$ cat src/rtl/seq_shift_add_multiplier.sv
// Unsigned WIDTH x WIDTH shift-and-add multiplier.
// One WIDTH-bit ripple-carry adder is reused for every step. Each operation
// takes WIDTH RUN cycles, and a valid/ready handshake sits on both sides.

// One-bit full adder cell. Each adder bit position uses one instance.
module full_adder (
    input  logic a,
    input  logic b,
    input  logic ci,
    output logic s,
    output logic co
);
    assign s  = a ^ b ^ ci;
    assign co = (a & b) | (ci & (a ^ b));
endmodule

// N-bit ripple-carry adder built as a chain of full_adder instances.
module ripple_carry_adder #(
    parameter int N = 4
) (
    input  logic [N-1:0] a,
    input  logic [N-1:0] b,
    input  logic         cin,
    output logic [N-1:0] sum,
    output logic         cout
);
    logic [N:0] c;

    assign c[0] = cin;

    // Carry ripples from bit 0 upward.
    for (genvar i = 0; i < N; i++) begin : g_bit
        full_adder u_fa (
            .a  (a[i]),
            .b  (b[i]),
            .ci (c[i]),
            .s  (sum[i]),
            .co (c[i+1])
        );
    end

    assign cout = c[N];
endmodule

module seq_shift_add_multiplier #(
    parameter int WIDTH = 4
) (
    input  logic               clk,
    input  logic               rst_n,
    input  logic               in_valid,
    output logic               in_ready,
    input  logic [WIDTH-1:0]   a,
    input  logic [WIDTH-1:0]   b,
    output logic               out_valid,
    input  logic               out_ready,
    output logic [2*WIDTH-1:0] product
);
    // The counter needs at least one bit so that WIDTH=1 stays legal.
    localparam int CW = (WIDTH > 1) ? $clog2(WIDTH) : 1;

    typedef enum logic [1:0] {IDLE, RUN, DONE} state_t;

    state_t          state, state_nxt;
    logic [WIDTH-1:0] mcand;
    logic [WIDTH-1:0] acc_hi;
    logic [WIDTH-1:0] acc_lo;
    logic [CW-1:0]    count;

    logic [WIDTH-1:0] addend;
    logic [WIDTH-1:0] sum;
    logic             cout;

    logic accept;
    logic deliver;

    assign accept  = in_valid  && (state == IDLE);
    assign deliver = out_ready && (state == DONE);

    // The low accumulator bit is the current multiplier bit. It decides
    // whether the multiplicand is added in on this step.
    assign addend = acc_lo[0] ? mcand : '0;

    ripple_carry_adder #(.N(WIDTH)) u_add (
        .a    (acc_hi),
        .b    (addend),
        .cin  (1'b0),
        .sum  (sum),
        .cout (cout)
    );

    // State register.
    always_ff @(posedge clk or negedge rst_n) begin
        if (!rst_n) state <= IDLE;
        else        state <= state_nxt;
    end

    // Next-state decode. RUN ends on the step where count has reached zero.
    always_comb begin
        state_nxt = state;
        case (state)
            IDLE:    if (accept)       state_nxt = RUN;
            RUN:     if (count == '0)  state_nxt = DONE;
            DONE:    if (deliver)      state_nxt = IDLE;
            default:                   state_nxt = IDLE;
        endcase
    end

    // Datapath: load the operands on accept, then shift-add once per RUN cycle.
    // {cout, sum} is WIDTH+1 bits wide. Shifting it together with acc_lo
    // keeps the carry of every step.
    always_ff @(posedge clk or negedge rst_n) begin
        if (!rst_n) begin
            mcand  <= '0;
            acc_hi <= '0;
            acc_lo <= '0;
            count  <= '0;
        end else begin
            case (state)
                IDLE: if (accept) begin
                    mcand  <= a;
                    acc_lo <= b;
                    acc_hi <= '0;
                    count  <= CW'(WIDTH - 1);
                end
                RUN: begin
                    {acc_hi, acc_lo} <= (2*WIDTH)'({cout, sum, acc_lo} >> 1);
                    if (count != '0) count <= count - 1'b1;
                end
                default: ;
            endcase
        end
    end

    // Outputs are decoded from state and registers only.
    always_comb begin
        in_ready  = (state == IDLE);
        out_valid = (state == DONE);
        product   = {acc_hi, acc_lo};
    end
endmodule

$ cat config.mk
export PLATFORM = sky130hd
export DESIGN_NAME = seq_shift_add_multiplier
export DESIGN_NICKNAME = d
export VERILOG_FILES = /design/src/rtl/seq_shift_add_multiplier.sv
export SDC_FILE = /design/constraint.sdc
export NUM_CORES = 1
export LEC_CHECK = 0
export BUFFER_PORTS_ARGS = -buffer_cell sky130_fd_sc_hd__buf_2
export CAP_MARGIN = 20
export CORE_ASPECT_RATIO = 2
export CORE_MARGIN = 4
export CORE_UTILIZATION = 30
export DETAILED_ROUTE_END_ITERATION = 10
export SLEW_MARGIN = 30
export SYNTH_ARGS = -nofsm -noshare
export SYNTH_HDL_FRONTEND = slang
export SYNTH_HIERARCHICAL = 1
export SYNTH_SLANG_ARGS = --single-unit
$ cat constraint.sdc
create_clock -name clk -period 3.4 [get_ports clk]
set_input_delay 0.17 -clock clk [delete_from_list [all_inputs] [get_ports clk]]
set_output_delay 0.17 -clock clk [all_outputs]
set_load 0.005 [all_outputs]
==> results.md <==
- Outcome: complete, no violations
- Die H: 83.4 µm
- Comb power frac: 44.3%
- Routed length per instance: 14.9 µm
- Critical R2R Launch: acc_lo[0]
- Layout cells sized above 1: 43.8%
- P_sw: 356 µW
- DR iter-0 viols: 11
- Ranking of synthesized cells by area: dfrtp_1 (47%), fa_1 (9.4%), o221a_2 (7.9%), mux2_2 (5.3%), a22o_1 (5.1%)
- RR Endpoint: acc_hi[2]
- Mapped cell area: 853 µm²
- Place WS: around 0.85 ns
- Longest Clk Path Bufs: 2
- Fmax: 391 MHz
- GRT Residual Overflow: 0
- RSZ-0062 raised after global routing: false
- Largest net degree at the start of global routing: 18
- Xor/xnor share of the synthesized area: 0%
- Mapped Nets: slightly above 80
- Antenna viol nets, final: 0
- Setup TNS: 0 ns
- Initial Util: a little under a third
- Slew HR: 65.6%
- Overall routing resource usage: a little over a tenth
- Power Density: slightly below 1000 nW/µm²
- Clock transition at path regs: 0.06 ns
- CP Class: reg -> reg
- Worst setup SP type: flip-flop
- Sw Ratio: 35.2%
- Cell Rows: 27
- WL met2: 965 µm
- Sink of the worst hold path: mcand[2]
- Final Max Tran Viols: 0
- Critical Path RT: 3.54 ns
- Core area: 2740 µm²
- Crit. End Element: flip-flop
- IO Port Bufs: 21
- Reg-to-reg slack, setup: ~0.84 ns
- Synth Area in Compound Gates: 15.7%
- ANT cells: 0
- Post-cts resize count: 0
- Hold path cells: 2
- Vias in the first global route: 677
- Met1 wire length: between 600 and 700 µm
- Synth Area in Simple Gates: between 15 and 20%
- Crit path DAT: 2.70 ns
- Post-synthesis mux area share: 5.28%
- Worst R2R Path Depth: 6
- Max layer used: met4
- Num CTS Buffers: 3
- Vias: 609
- Max cap viols: 0
- Number of antenna violations at the first check in global routing: 0
- GPL Wtd Cong: 0.685
- DR WL met3: 101 µm
- Commonest non-fill, non-tap cells in the layout: buf_2 (21), dfrtp_1 (16), o221a_2 (6)
- Sequential power share: 38.9%
- Hold_sp: a[2]
- H-tree Lvls: 1
- Nets: around 110
- # IOs: 22
- Distinct cells, synth: 23
- Vias per cell: 5.16
- Total Power: between 1 and 1.5 mW
- Synth area leader: dfrtp_1
- Final Hold Fails: 0
- Clock root cell: clkbuf_8
- Final Critical Period: about 2.6 ns
- CTS tree: built
- Die width: ~46 µm
- Worst Path Max Fanout: 6
- Largest family of logic cells by synthesized area: simple AND/OR/NAND/NOR gates
- Hold Crit Class: in -> reg
- Placed insts: between 100 and 150
- Final setup fails: 0
- Worst setup margin: 0.845 ns
- Clock sink total: 16
- Syn Area/Cell: 13.1 µm²
- Sequential element share of the synthesized area: 46.9%
- Hold Slack: 0.152 ns
- Post-CTS Repair Setup Buffers: 0
- DR pass1 iterations: 3
- Total of warnings raised by yosys: 6
- Tcrit/Tclk final: 75.2%
- Drt total wl: ~1800 µm
- Drt drc: 0
- Clock power frac: about 17%
- Int Power: 655 µW
- Hold buffer count at CTS: 1
- Die ar.: 3810 µm²
- Adder-Cell Fraction of Synth Area: 10.9%
- First-pass GRT wire length: 3020 µm
- Most common cell after layout, fill and taps aside: buf_2
- Fin cells: approximately 120
- Clock Skew: 0.000791 ns
- Worst skew pair latency: 0.25 ns
- Gate Count Post-Synth: 65
- Slew @ Worst Pin: 0.517 ns
- Max VDD drop: 403 µV
- #FFs+latches synth: 16
- Post-synth top area share: 46.9%
- Post-DP HPWL: about 1400 µm
- Area Growth Syn to Fin: 22.3%
- LEAKAGE: slightly below 0.5 nW
-- cells by family after synthesis --
group,after synthesis
other cells,1
fa+ha+maj,5
mux,4
buf+inv,5
compound gates,14
flops,16
simple gates,20
-- how the worst max path moves through the flow --
stage | start | to | cells past startpoint
CTS | acc_lo[0] | acc_hi[2] | 6
floorplan | acc_lo[0] | acc_hi[2] | 6
global placement | acc_lo[0] | acc_hi[2] | 6
detailed placement | acc_lo[0] | acc_hi[2] | 6
global route | acc_lo[0] | acc_hi[2] | 6
finish | acc_lo[0] | acc_hi[2] | 6
-- synthesized netlist by cell type, drive strengths merged --
library cell / number
a21oi: 1
a22o: 5
and2: 4
and2b: 1
buf: 2
conb: 1
dfrtp: 16
fa: 4
ha: 1
inv: 3
mux2: 4
nand2: 2
nand2b: 3
nand3b: 2
nor2: 1
nor2b: 1
nor3b: 1
o21ba: 1
o21bai: 1
o221a: 6
or2: 1
or4b: 4
-- power by group through the flow --
stage / sequential [mW] / combinational (mW) / clock (mW)
after floorplan: 0.359 / 0.355 / 0
after global placement: 0.394 / 0.439 / 0
after detailed placement: 0.400 / 0.459 / 0
after CTS: 0.397 / 0.466 / 0.173
after global routing: 0.412 / 0.519 / 0.180
final: 0.393 / 0.448 / 0.170
-- area by class of cell --
cell class	instances	area, µm²
Multi-Input combinational cell	44	425
Timing Repair Buffer	22	115
Tap cell	29	36.3
Sequential cell	16	400
Inverter	3	11.3
Fill cell	274	1690
Clock buffer	4	55.1
-- worst max-delay path: stages, from the launching register on --
cell     delay, ns
dfrtp_1       0.44
and2_1        0.18
fa_1          0.40
fa_1          0.39
fa_1          0.38
fa_1          0.44
a22o_1        0.22
-- sequential cells by signal (all words and copies together) (netlist names) --
name and flops:
count 2, acc_lo 4, mcand 4, state 2, acc_hi 4
-- stage by stage --
stage,utilization (%),cell area [µm²]
global route,38.1,1040
floorplan,-,853
global placement,35.8,978
finish,38.1,1040
CTS,38.1,1040
detailed placement,35.8,978
-- routing by layer --
metal,vias up,track usage (%)
met2,17,17.2
met3,6,2.17
met1,304,12.3
li1,282,-
met4,0,4.40
met5,-,0
No activity file was read; power rests on OpenSTA's default activity.
